**config.mk**
```make
export PLATFORM = sky130hd
export DESIGN_NAME = ball_sprite
export DESIGN_NICKNAME = d
export VERILOG_FILES = /design/src/rtl/ball_sprite_pkg.sv /design/src/rtl/ball_rom.sv /design/src/rtl/ball_sprite.sv
export SDC_FILE = /design/constraint.sdc
export NUM_CORES = 1
export LEC_CHECK = 0
export CORE_ASPECT_RATIO = 0.7
export CORE_UTILIZATION = 55
export CTS_CLUSTER_SIZE = 16
export DETAILED_ROUTE_END_ITERATION = 10
export HOLD_SLACK_MARGIN = 0.05
export PLACE_DENSITY = 0.91
export SYNTH_ARGS = -nofsm -noshare
export SYNTH_HDL_FRONTEND = slang
export SYNTH_SLANG_ARGS = --single-unit
```
**constraint.sdc**
```tcl
create_clock -name clk -period 2.9 [get_ports clk]
set_clock_uncertainty 0.2 [all_clocks]
set_input_delay 0.435 -clock clk [delete_from_list [all_inputs] [get_ports clk]]
set_output_delay 0.435 -clock clk [all_outputs]
set_load 0.03 [all_outputs]
```
**src/rtl/ball_sprite_pkg.sv**
```systemverilog
// ball_sprite_pkg: shared game constants, colours and capture FSM encoding.
package ball_sprite_pkg;
  localparam int HRES = 640;
  localparam int VRES = 480;
  localparam int SIZE = 16;
  localparam int MAX_RETRY = 8;
  localparam logic [9:0] BALL_X0 = 10'd276;
  localparam logic [8:0] BALL_Y0 = 9'd320;
  localparam logic BALL_DIR0 = 1'b1;
  typedef logic [11:0] rgb444_t;
  localparam rgb444_t COLOR_UP = 12'hFA0;
  localparam rgb444_t COLOR_DN = 12'hF40;
  typedef enum logic [1:0] {HOLD, CAP, CMP} cap_state_t;
endpackage

```
**src/rtl/ball_rom.sv**
```systemverilog
// ball_rom: 32x16 registered ball bitmap, rising shape in rows 0-15, falling in 16-31.
module ball_rom (
  input  logic        clk,
  input  logic        reset,
  input  logic [4:0]  addr,
  output logic [15:0] data
);
  localparam logic [15:0] BITMAP [32] = '{
    16'h07E0, 16'h0FF0, 16'h0FF0, 16'h1FF8, 16'h1FF8, 16'h1FF8, 16'h1FF8, 16'h1FF8,
    16'h1FF8, 16'h1FF8, 16'h1FF8, 16'h1FF8, 16'h0FF0, 16'h0FF0, 16'h07E0, 16'h03C0,
    16'h07E0, 16'h1FF8, 16'h3FFC, 16'h3FFC, 16'h7FFE, 16'h7FFE, 16'h7FFE, 16'h7FFE,
    16'h7FFE, 16'h7FFE, 16'h7FFE, 16'h7FFE, 16'h3FFC, 16'h3FFC, 16'h1FF8, 16'h07E0
  };
  always_ff @(posedge clk or negedge reset)
    if (!reset) data <= '0;
    else data <= BITMAP[addr];
endmodule

```
**src/rtl/ball_sprite.sv**
```systemverilog
// ball_sprite: per-frame tear-free position capture and 3-stage ball pixel renderer.
module ball_sprite #(
  parameter int SIZE = ball_sprite_pkg::SIZE,
  parameter int HRES = ball_sprite_pkg::HRES,
  parameter int VRES = ball_sprite_pkg::VRES,
  parameter ball_sprite_pkg::rgb444_t COLOR_UP = ball_sprite_pkg::COLOR_UP,
  parameter ball_sprite_pkg::rgb444_t COLOR_DN = ball_sprite_pkg::COLOR_DN,
  parameter int MAX_RETRY = ball_sprite_pkg::MAX_RETRY
) (
  input  logic        clk,
  input  logic        reset,
  input  logic [9:0]  ball_x,
  input  logic [8:0]  ball_y,
  input  logic        ball_dir,
  input  logic [9:0]  hcount,
  input  logic [9:0]  vcount,
  output logic        pix_valid,
  output logic [11:0] pix_rgb,
  output logic        frame_ready,
  output logic        stale
);
  import ball_sprite_pkg::*;
  localparam int CW = MAX_RETRY > 1 ? $clog2(MAX_RETRY) : 1;
  logic [9:0] rx, lx;
  logic [8:0] ry, ly;
  logic rd, ldir;
  logic [19:0] s1, raw;
  logic [CW-1:0] cnt;
  cap_state_t state, state_n;
  logic boundary, match, last, load, commit, give_up;
  logic [10:0] dx, dy;
  logic in0, in1, dir0, dir1, hit;
  logic [3:0] col0, row0, col1;
  logic [15:0] rowbits;
  assign raw = {rx, ry, rd};
  assign boundary = vcount == 10'(VRES) && hcount == '0;
  assign match = raw == s1;
  assign last = cnt == CW'(MAX_RETRY - 1);
  always_ff @(posedge clk or negedge reset)
    if (!reset) state <= HOLD;
    else state <= state_n;
  always_comb
    state_n = (state == HOLD) ? (boundary ? CAP : HOLD) :
              (state == CAP) ? CMP :
              (state == CMP && !match && !last) ? CMP : HOLD;
  always_comb begin
    load = state == CAP || (state == CMP && !match && !last);
    commit = state == CMP && match;
    give_up = state == CMP && !match && last;
  end
  always_ff @(posedge clk or negedge reset)
    if (!reset) begin
      rx <= '0;
      ry <= '0;
      rd <= 1'b0;
      s1 <= '0;
      cnt <= '0;
      lx <= BALL_X0;
      ly <= BALL_Y0;
      ldir <= BALL_DIR0;
      frame_ready <= 1'b0;
      stale <= 1'b0;
    end else begin
      rx <= ball_x;
      ry <= ball_y;
      rd <= ball_dir;
      if (load) s1 <= raw;
      if (state == CAP) cnt <= '0;
      else if (load) cnt <= cnt + 1'b1;
      if (commit) {lx, ly, ldir} <= s1;
      frame_ready <= commit;
      stale <= give_up;
    end
  // 11-bit differences keep the sign, so sprites past an edge clip instead of wrapping
  assign dx = {1'b0, hcount} - {1'b0, lx};
  assign dy = {1'b0, vcount} - {2'b0, ly};
  assign hit = in1 && rowbits[4'd15 - col1];
  always_ff @(posedge clk or negedge reset)
    if (!reset) begin
      in0 <= 1'b0;
      col0 <= '0;
      row0 <= '0;
      dir0 <= 1'b0;
      in1 <= 1'b0;
      col1 <= '0;
      dir1 <= 1'b0;
      pix_valid <= 1'b0;
      pix_rgb <= '0;
    end else begin
      in0 <= !dx[10] && dx < 11'(SIZE) && !dy[10] && dy < 11'(SIZE) &&
             hcount < 10'(HRES) && vcount < 10'(VRES);
      col0 <= dx[3:0];
      row0 <= dy[3:0];
      dir0 <= ldir;
      in1 <= in0;
      col1 <= col0;
      dir1 <= dir0;
      pix_valid <= hit;
      pix_rgb <= hit ? (dir1 ? COLOR_UP : COLOR_DN) : '0;
    end
  // rising bitmaps occupy the lower half of the ROM
  ball_rom u_rom (.clk(clk), .reset(reset), .addr({~dir0, row0}), .data(rowbits));
endmodule
```
# [Yosys cells after proc, flatten, opt, wreduce, memory -nomap -nowiden]
# Memories as Yosys holds them, arrays and structs flattened. A register that Yosys moved wholly into a read port is not among the register bits.
# Cells that the tools add are included.
[op_classes] n_reduce_logical=20 bitwise_logic=2 n_div=0 muxes=10 add_sub_neg=4 magnitude_cmp=5 n_shift=0 n_mul=0 n_eq_ne=5
[ops] op="$lt A11 B5 Y1 const B" n=2
[ops] op="$eq A20 B20 Y1" n=1
[ops] op="$mux W12" n=1
[ops] op="$logic_and A1 B1 Y1" n=11
[ops] op="$sub A10 B10 Y11" n=1
[ops] op="$sub A10 B9 Y11" n=1
[ops] op="$eq A10 B9 Y1 const B" n=1
[ops] op="$logic_not A10 Y1" n=1
[ops] op="$lt A10 B10 Y1 const B" n=1
[ops] op="$lt A10 B9 Y1 const B" n=1
[ops] op="$mux W8" n=1
[ops] op="$mux W2" n=3
[ops] op="$mux W3" n=2
[ops] op="$not A5 Y6" n=1
[ops] op="$logic_not A1 Y1" n=5
[ops] op="$lt A4 B5 Y1 const B" n=1
[ops] op="$bmux W1 S4" n=1
[ops] op="$sub A4 B4 Y4 const A" n=1
[ops] op="$add A3 B1 Y3 const B" n=1
[ops] op="$eq A3 B3 Y1 const B" n=1
[ops] op="$eq A2 B1 Y1 const B" n=1
[ops] op="$eq A2 B2 Y1 const B" n=1
[ops] op="$logic_not A2 Y1" n=1
[ops] op="$mux W1" n=2
[ops] op="3 further kinds" n=3
[totals] mem_count=1 mem_bits_ro=512 latchBits=0 input_bits=42 mem_bits_rw=0 regBits=96
[memory_table] memory="(name not given)" depth=32 word_bits=16 rd=1 rd_ports_with_merged_regs=1 wr=0 line="ball_rom.sv:16" text="else data <= BITMAP[addr];"

# [Longest topological paths before layout]
[logic_depth] word_depth=7 ltp_mapped=9

# [Modules after synthesis]
# A second synthesis with hierarchy kept.
[hier_totals] hier_cells=374 hier_area_um2=4623.2
[by_module_without_submodules] module="ball_sprite" instances=1 cells_each=342 area_each_um2=4287.9
[by_module_without_submodules] module="ball_rom" instances=1 cells_each=32 area_each_um2=335.3

# [Worst setup path after synthesis]
# No wires, ideal clock.
[synth_timing] kind="input port to flip-flop" startpoint="input port vcount[0]" endpoint="register in0" t_required_ns=2.604 path_stages=9 arrival_ns=2.287 setup_slack_ns=0.318 cell_sequence="inv_1 -> ha_1 -> inv_1 -> fa_1 -> a31o_1 -> mux2i_1 -> o2111ai_2 -> or4_1 -> nor4_2"
[synth_via] elab_chain_len=6 elab_cells_between_ends=8 classes_between="1 x add/sub; 2 x order compare; 5 x reduce/logical"
[synth_rtl] item="start: declaration" line="ball_sprite.sv:16" text="input logic [9:0] vcount,"
[synth_rtl] item="parallel branches: the longest is 5 deep, another holds $sub A10 B9 Y11"
[synth_rtl] item="$logic_and A1 B1 Y1 (*)" line="ball_sprite.sv:91" text="hcount < 10'(HRES) && vcount < 10'(VRES);"
[synth_rtl] item="end signal: assignment" line="ball_sprite.sv:90" text="in0 <= !dx[10] && dx < 11'(SIZE) && !dy[10] && dy < 11'(SIZE) &&"
[synth_rtl] item="end: declaration" line="ball_sprite.sv:32" text="logic in0, in1, dir0, dir1, hit;"
# Every way passes the cells marked *.
# A chain may end at the register's enable or synchronous reset.

# [Worst setup path in the final report]
# Same ends and word-level chain as after synthesis.

==> report_table.html <==
<table>
<tr><th>Metric</th><th>Value</th></tr>
<tr><th colspan="2">Clock network</th></tr>
<tr><td>Number of sinks handled by clock tree synthesis</td><td>92</td></tr>
<tr><td>Num CTS Buffers</td><td>9</td></tr>
<tr><td>Later-pin clock latency in the skew report</td><td>0.34 ns</td></tr>
<tr><td>Root buffer selected by CTS</td><td>clkbuf_16</td></tr>
<tr><td>Total number of H-tree levels</td><td>3</td></tr>
<tr><td>TritonCTS clock tree</td><td>done</td></tr>
<tr><td>Maximum buffer depth of the clock tree</td><td>2</td></tr>
<tr><td>Register clock-pin slew on the reported worst setup and hold paths</td><td>0.06 ns</td></tr>
<tr><th colspan="2">Setup path</th></tr>
<tr><td>Critical Path Fanout Max</td><td>3</td></tr>
<tr><td>Buffers plus inverters on the worst setup path</td><td>5</td></tr>
<tr><td>Worst Path Class, Setup</td><td>input port to register</td></tr>
<tr><td>Critical-path cell list</td><td>clkdlybuf4s50_1, inv_1, ha_1, inv_1, fa_2, a31o_1, buf_4, buf_4, a311o_1, a211oi_2, or4_1, nor4_2</td></tr>
<tr><td>Data arrival at the endpoint of the critical path</td><td>2.83 ns</td></tr>
<tr><td>Internal reg-to-reg setup slack</td><td>0.21 ns</td></tr>
<tr><td>Slowest cell delay on critical path</td><td>0.54 ns</td></tr>
<tr><td>Start point of the critical path</td><td>vcount[0]</td></tr>
<tr><td>Worst path top cell family by delay</td><td>buffers and inverters</td></tr>
<tr><td>Setup crit start kind</td><td>input port</td></tr>
<tr><td>Crit Reg-Reg Startpoint</td><td>s1[13]$_DFFE_PN0P_</td></tr>
<tr><td>Worst-case reg-to-reg path depth</td><td>6</td></tr>
<tr><td>Worst flop-to-flop path endpoint</td><td>lx[3]$_DFFE_PN0P_</td></tr>
<tr><td>Endpoint of the most critical setup path</td><td>in0$_DFF_PN0_</td></tr>
<tr><td>Req. time, crit path</td><td>2.95 ns</td></tr>
<tr><td>Instance count on the critical path</td><td>12</td></tr>
<tr><td>CP endpoint kind</td><td>register</td></tr>
<tr><td>Slowest cell on the critical path</td><td>or4_1</td></tr>
<tr><th colspan="2">Cells and area</th></tr>
<tr><td>Layout cells sized above 1</td><td>13.7%</td></tr>
<tr><td>Nets</td><td>527</td></tr>
<tr><td>Layout Cells excl Fill</td><td>568</td></tr>
<tr><td>Highest-count cells in the layout ignoring fill and taps</td><td>86 x dfrtp_1, 50 x clkdlybuf4s50_1, 41 x mux2_1</td></tr>
<tr><td>Fin util</td><td>70.5%</td></tr>
<tr><td>Diode count</td><td>0</td></tr>
<tr><td>Area Growth Syn to Fin</td><td>22.9%</td></tr>
<tr><td>Most frequent standard cell in the layout excluding fill and tap cells</td><td>dfrtp_1</td></tr>
<tr><th colspan="2">Synthesis</th></tr>
<tr><td>Synth area leaders</td><td>dfrtp_1 47%, mux2_1 10%, ha_1 5.7%, xor2_1 4.2%, dfstp_2 3.4%</td></tr>
<tr><td>Instance count of the mapped netlist</td><td>390</td></tr>
<tr><td>Count of distinct cell types in the synthesized netlist</td><td>66</td></tr>
<tr><td>Post-synth top flop</td><td>dfrtp_1</td></tr>
<tr><td>Most area-hungry cell type in the Yosys netlist</td><td>dfrtp_1</td></tr>
<tr><td>Top cell type's share of synthesized area</td><td>47.0%</td></tr>
<tr><td>Synth warnings</td><td>0</td></tr>
<tr><td>Area of the mapped netlist</td><td>0.00458 mm^2</td></tr>
<tr><td>FF+latch count, synth</td><td>92</td></tr>
<tr><td>Avg Inst Size Synth</td><td>11.7 um^2</td></tr>
<tr><td>Fraction of synthesis flops using an asynchronous set or reset pin</td><td>100%</td></tr>
<tr><td>EDFF count, synth</td><td>0</td></tr>
<tr><td>Portion of the post-synthesis area used by sequential elements</td><td>50.5%</td></tr>
<tr><th colspan="2">Timing</th></tr>
<tr><td>Final-layout worst hold slack</td><td>0.148 ns</td></tr>
<tr><td>Total of endpoints with negative setup slack in the final report</td><td>0</td></tr>
<tr><td>Measured slew at the worst slew-check pin</td><td>0.482 ns</td></tr>
<tr><td>Setup repair after global routing missed its margin</td><td>no</td></tr>
<tr><td>Slew headroom</td><td>67.0%</td></tr>
<tr><td>Maximum clock rate</td><td>359 MHz</td></tr>
<tr><td>Number of hold-slack violations in the final timing report</td><td>0</td></tr>
<tr><td>Portion of the clock cycle consumed by the worst path in the final layout</td><td>95.9%</td></tr>
<tr><td>Shortest period the worst path allows</td><td>2.78 ns</td></tr>
<tr><td>Setup_tns</td><td>0 ns</td></tr>
<tr><td>Fin. max-slew vios</td><td>0</td></tr>
<tr><th colspan="2">Placement</th></tr>
<tr><td>Total of buffers placed on input and output ports</td><td>51</td></tr>
<tr><td>Number of cells in the design after placement</td><td>550</td></tr>
<tr><td>Global placer's final weighted congestion</td><td>0.897</td></tr>
<tr><td>Half-perimeter wire length after placement</td><td>7280 um</td></tr>
<tr><th colspan="2">Pwr</th></tr>
<tr><td>Pwr Density</td><td>500 mW/mm^2</td></tr>
<tr><td>Pleak</td><td>2.67 nW</td></tr>
<tr><td>Post-route total power</td><td>2.81 mW</td></tr>
<tr><td>Maximum VDD drop</td><td>0.000331 V</td></tr>
<tr><th colspan="2">Run status</th></tr>
<tr><td>Status</td><td>complete, but fails checks</td></tr>
<tr><td>Failing checks</td><td>DRC</td></tr>
<tr><th colspan="2">Min path</th></tr>
<tr><td>Hold path startpoint</td><td>col0[0]$_DFF_PN0_</td></tr>
<tr><td>Number of cells on the worst hold path</td><td>0</td></tr>
<tr><td>Tightest Hold Check Type</td><td>register to register</td></tr>
<tr><th colspan="2">GRT</th></tr>
<tr><td>Wire length of the first global-routing pass</td><td>16200 um</td></tr>
<tr><td>Number of global-route vias before repair</td><td>3290</td></tr>
<tr><td>Overflow left after global routing</td><td>0</td></tr>
<tr><td>Initial antenna violation count</td><td>0</td></tr>
<tr><td>Overall fraction of global-route tracks in use</td><td>24.6%</td></tr>
<tr><td>Largest net degree at the start of global routing</td><td>81</td></tr>
<tr><th colspan="2">Routing</th></tr>
<tr><td>Post-detailed-route wirelength per cell</td><td>17.3 um</td></tr>
<tr><td>Routed Antenna Nets</td><td>0</td></tr>
<tr><td>Total Wirelength</td><td>9800 um</td></tr>
<tr><td>DRC viols</td><td>6</td></tr>
<tr><td>Number of DRC markers after the initial detailed-route iteration</td><td>225</td></tr>
<tr><td>Routed via count divided by cell count</td><td>5.67</td></tr>
<tr><td>Number of optimization iterations in the first detailed-route pass</td><td>7</td></tr>
<tr><td>Overall via count from detail_route</td><td>3222</td></tr>
<tr><th colspan="2">Floorplan</th></tr>
<tr><td>FP Rows</td><td>27</td></tr>
<tr><td>Die Outline Area</td><td>0.00869 mm^2</td></tr>
<tr><td>Placeable core region</td><td>0.00797 mm^2</td></tr>
<tr><td>Floorplan die height</td><td>78.3 um</td></tr>
<tr><td>Overall die width</td><td>111 um</td></tr>
<tr><td>Starting density of the core</td><td>57.4%</td></tr>
<tr><td>IO Count</td><td>57</td></tr>
<tr><th colspan="2">Job</th></tr>
<tr><td>Max-Cap Viols</td><td>0</td></tr>
</table>
[Yosys cell counts (all sizes together), types with 3 or more instances]
library cell,n
nor2b,6
inv,33
buf,17
mux2,42
nand4,7
dfrtp,86
xor2,22
xnor2,5
nand3,4
nand2b,4
a21oi,14
a31oi,3
ha,21
and3,3
a21o,6
dfstp,6
nor2,11
nor4,10
a22o,7
o21ai,14
a211oi,3
mux2i,5
nand2,13
clkbuf,3
nor3,6
or2,3
[worst min path at each step]
stage                            endpoint  slack (ns)
global route                in1$_DFF_PN0_        0.16
detailed placement  pix_rgb[10]$_DFF_PN0_         0.1
global placement    pix_rgb[10]$_DFF_PN0_        0.09
finish                  col1[0]$_DFF_PN0_        0.15
CTS                     col1[0]$_DFF_PN0_        0.15
floorplan              cnt[0]$_DFFE_PN0P_       -0.06
[timing repair]
action,CTS,global route
hold endpoints to repair,12,0
hold buffers,1,0
buffers inserted,0,1
endpoints found under the setup margin,0,1
gates resized for setup,0,3
[final cells by class]
cell class	instances	area, um^2
fill	554	2350
sequential	92	2310
multi-input combinational	249	2050
timing repair buffer	77	718
clock buffer	10	229
tap	101	126
inverter	33	124
clock inverter	6	71.3
[flip-flops by register name, indices dropped and copies added (netlist names)]
signal / cells
rx: 10
cnt: 3
ry: 9
in0: 1
s1: 20
pix_rgb: 3
col1: 4
frame_ready: 1
ldir: 1
col0: 4
dir0: 1
u_rom.data: 6
lx: 10
row0: 4
state: 2
stale: 1
ly: 9
in1: 1
dir1: 1
rd: 1
[stage by stage]
stage | cell area (um^2) | setup WS [ns]
after floorplan | 4590 | 0.318
after global routing | 5620 | 0.00337
after CTS | 5610 | 0.00248
after detailed placement | 5300 | -0.340
after global placement | 5300 | -0.216
final | 5620 | 0.118
[routing by layer]
metal  wire [um]  track usage [%]  up-vias
li1            -                -     1516
met1        4340             31.4     1568
met2        4660             40.8      113
met3         527             5.64       25
met4         276             10.9        0
met5           0                0        -
[where the power goes]
part           total, mW  switching (mW)  internal [mW]
clock               1.17           0.496          0.679
sequential          1.34          0.0256           1.32
combinational      0.295           0.149          0.146
[cells by family (layout without fill, tap and decap cells)]
family                   after synthesis  after routing  share of synthesized area (%)
multiplexers                          48             48                           12.0
adder cells (fa/ha/maj)               23             23                           6.62
XOR/XNOR                              27             27                           5.17
other                                  2              6                          0.164
flip-flops                            92             92                           50.5
buffers and inverters                 53            126                           5.41
AO/OA/AOI/OAI                         65             65                           9.90
AND/OR/NAND/NOR                       80             80                           10.3
[worst reg2reg max path, cell delays in order, from the launching register on]
cell      delay (ns)
dfrtp_1         0.41
xor2_1          0.18
nor4_1          0.44
nand3_1         0.19
or2_1           0.33
nand3b_4        0.38
mux2_1          0.44
Power figures use the tool's default switching activity.
==> variant: new RTL, same flow settings <==
Set the package constant `MAX_RETRY` to 4 (it was 8).
--- a/src/rtl/ball_sprite_pkg.sv
+++ b/src/rtl/ball_sprite_pkg.sv
@@ -5,3 +5,3 @@
   localparam int SIZE = 16;
-  localparam int MAX_RETRY = 8;
+  localparam int MAX_RETRY = 4;
   localparam logic [9:0] BALL_X0 = 10'd276;
Check against the original RTL: not equivalent (a bounded check fails within 10 cycles, from zero or initial values and one cycle with reset low).
==> variant against the original RTL <==
- final cell count decreased by 2.6%
- setup slack worse by 0.057 ns
- routed wire length fell by 7.1%
- total power is 5.5% lower
- design area down 2.7%
- highest routed layer unchanged
- area after synthesis shrank 3.6%
- worst hold slack worse by 0.0010 ns
- critical path depth shrank 4
- register-to-register slack worse by 0.11 ns
- sequential cell count decreased by 1
- core utilization up 2.3 points
==> variant: results (changes against the original RTL) <==
cts:
  cts_htree_levels: 3  # unchanged
  cts_inserted_buffers: 9  # unchanged
  clkTransAtPathRegs_ns: 0.06  # about the same
  root_buffer: "clkbuf_16"
  clkLatencyLatePin_ns: 0.34  # about the same
  clock_path_buffers: 2  # unchanged
placed_design:
  place_ws_ns: -0.352  # -0.0126 ns
  gp_congestion: 0.875  # -2.5%
  place_hpwl_mm: 7.05  # -3.1%
  placedCellCount: 536  # -2.5%
grt:
  grt_pass1_wl_mm: 15.0  # -7.0%
  grt_usage_pct: 23.9  # -0.74 points
  grt_pass1_vias: 3173  # -3.6%
  grt_max_degree: 48  # -41%
  antenna_found_initial: 0  # unchanged
timing:
  max-slew-margin-rel_pct: 61.4  # -5.7 points
  holdWs_ns: 0.147  # -0.00104 ns
  fin_crit_ns: 2.84  # +0.0572 ns
synthesis:
  synth_common_cells: "dfrtp_1, mux2_2, inv_1"
  synth-seq-area-share_pct: 51.8  # +1.3 points
  ys_types: 53  # -20%
  synthTopCellsByArea: "dfrtp_1, mux2_2, ha_1"
  ys_async_sr_fraction_pct: 100  # unchanged
  synth.avg_cell_area_um2: 11.8  # +0.22%
setup_path:
  worstSetupPathType: "primary input to register"
  reg2reg_to: "in0$_DFF_PN0_"
  reg2reg_from: "lx[8]$_DFFE_PN1P_"
  crit_arrival_ns: 2.91  # +0.08 ns
  setup.worst_path.start: "hcount[6]"
  reg2regPathDepth: 7  # +1
  crit_fanout: 2  # -1
  worst-r2r-setup-slack_ns: 0.10  # -0.11 ns
power_and_ir_drop:
  power.static_leakage_nw: 2.48  # -6.8%
  ir_worst_vdd_mv: 0.495  # +50%
route:
  drt_pass1_iterations: 4  # -3
  drt-initial-drc-count: 177  # -21%
  drc_errors: 0  # -6
  wl_per_cell_um: 16.5  # -4.6%
  routed_wl_mm: 9.10  # -7.1%
  routed_via_density: 5.57  # -1.8%
final_layout:
  final_nets: 514  # -2.5%
  fill_cells: 528  # -4.7%
  drive_above_1_share_pct: 22.4  # +8.7 points
  antenna_cells: 0  # unchanged
status:
  outcome: "complete, no violations"
## variant: repair_timing
action,4_1_cts,5_1_grt
hold endpoints to repair,41,0
resized for setup,1,6
setup endpoints to repair,1,1
hold buffers,1,0
pin swaps,0,1
## variant: area by class of cell
class	count	area share [%]
Multi-Input combinational cell	242	35.9
Tap cell	98	2.24
Sequential cell	91	41.8
Timing Repair Buffer	77	13.1
Clock inverter	5	0.686
Inverter	29	1.99
Clock buffer	11	4.25
## variant: report_power, final
group	total, W	internal (W)	leakage [nW]	switching, W
Combinational	0.000282	0.000145	1.21	0.000137
Sequential	0.00133	0.00130	1.15	0.0000242
Clock	0.00105	0.000583	0.126	0.000466
Total	0.00266	0.00203	2.48	0.000627
## variant: per-layer routing
| layer | track usage (%) | wire length [µm] | vias up |
|---|---|---|---|
| li1 | - | - | 1459 |
| met1 | 30.3 | 3910 | 1509 |
| met2 | 39.6 | 4460 | 99 |
| met3 | 7.31 | 563 | 15 |
| met4 | 6.35 | 172 | 0 |
| met5 | 0 | 0 | - |
## variant: critical path, cell delays in order
cell,delay [ns]
clkdlybuf4s50_1,0.55
ha_4,0.24
a21oi_2,0.14
a21oi_1,0.08
or4_1,0.40
or4_4,0.56
a2111oi_4,0.28
o2111a_1,0.21
## variant: how the worst min path moves through the flow
stage / start / cells after the start / to
2_1_floorplan: reset / 0 / cnt[0]$_DFFE_PN0P_
3_3_place_gp: col0[1]$_DFF_PN0_ / 0 / col1[1]$_DFF_PN0_
5_1_grt: col0[3]$_DFF_PN0_ / 0 / col1[3]$_DFF_PN0_
4_1_cts: col0[0]$_DFF_PN0_ / 0 / col1[0]$_DFF_PN0_
6_report: col0[0]$_DFF_PN0_ / 0 / col1[0]$_DFF_PN0_
3_5_place_dp: col0[3]$_DFF_PN0_ / 0 / col1[3]$_DFF_PN0_
## variant: metrics by stage
step | utilization, % | area [µm²]
detailed placement | 68.5 | 5150
global route | 72.8 | 5470
global placement | 68.5 | 5150
floorplan | - | 4420
finish | 72.8 | 5470
CTS | 72.3 | 5430
## variant: logic make-up after synthesis
logic type | synth area share, %
DFF | 51.8
and+or+nand+nor | 10.8
AOI/OAI and AO/OA | 8.29
muxes | 12.3
buffers and inverters | 4.85
xor gates and xnor gates | 5.16
adders and majority gates | 6.58
other | 0.170
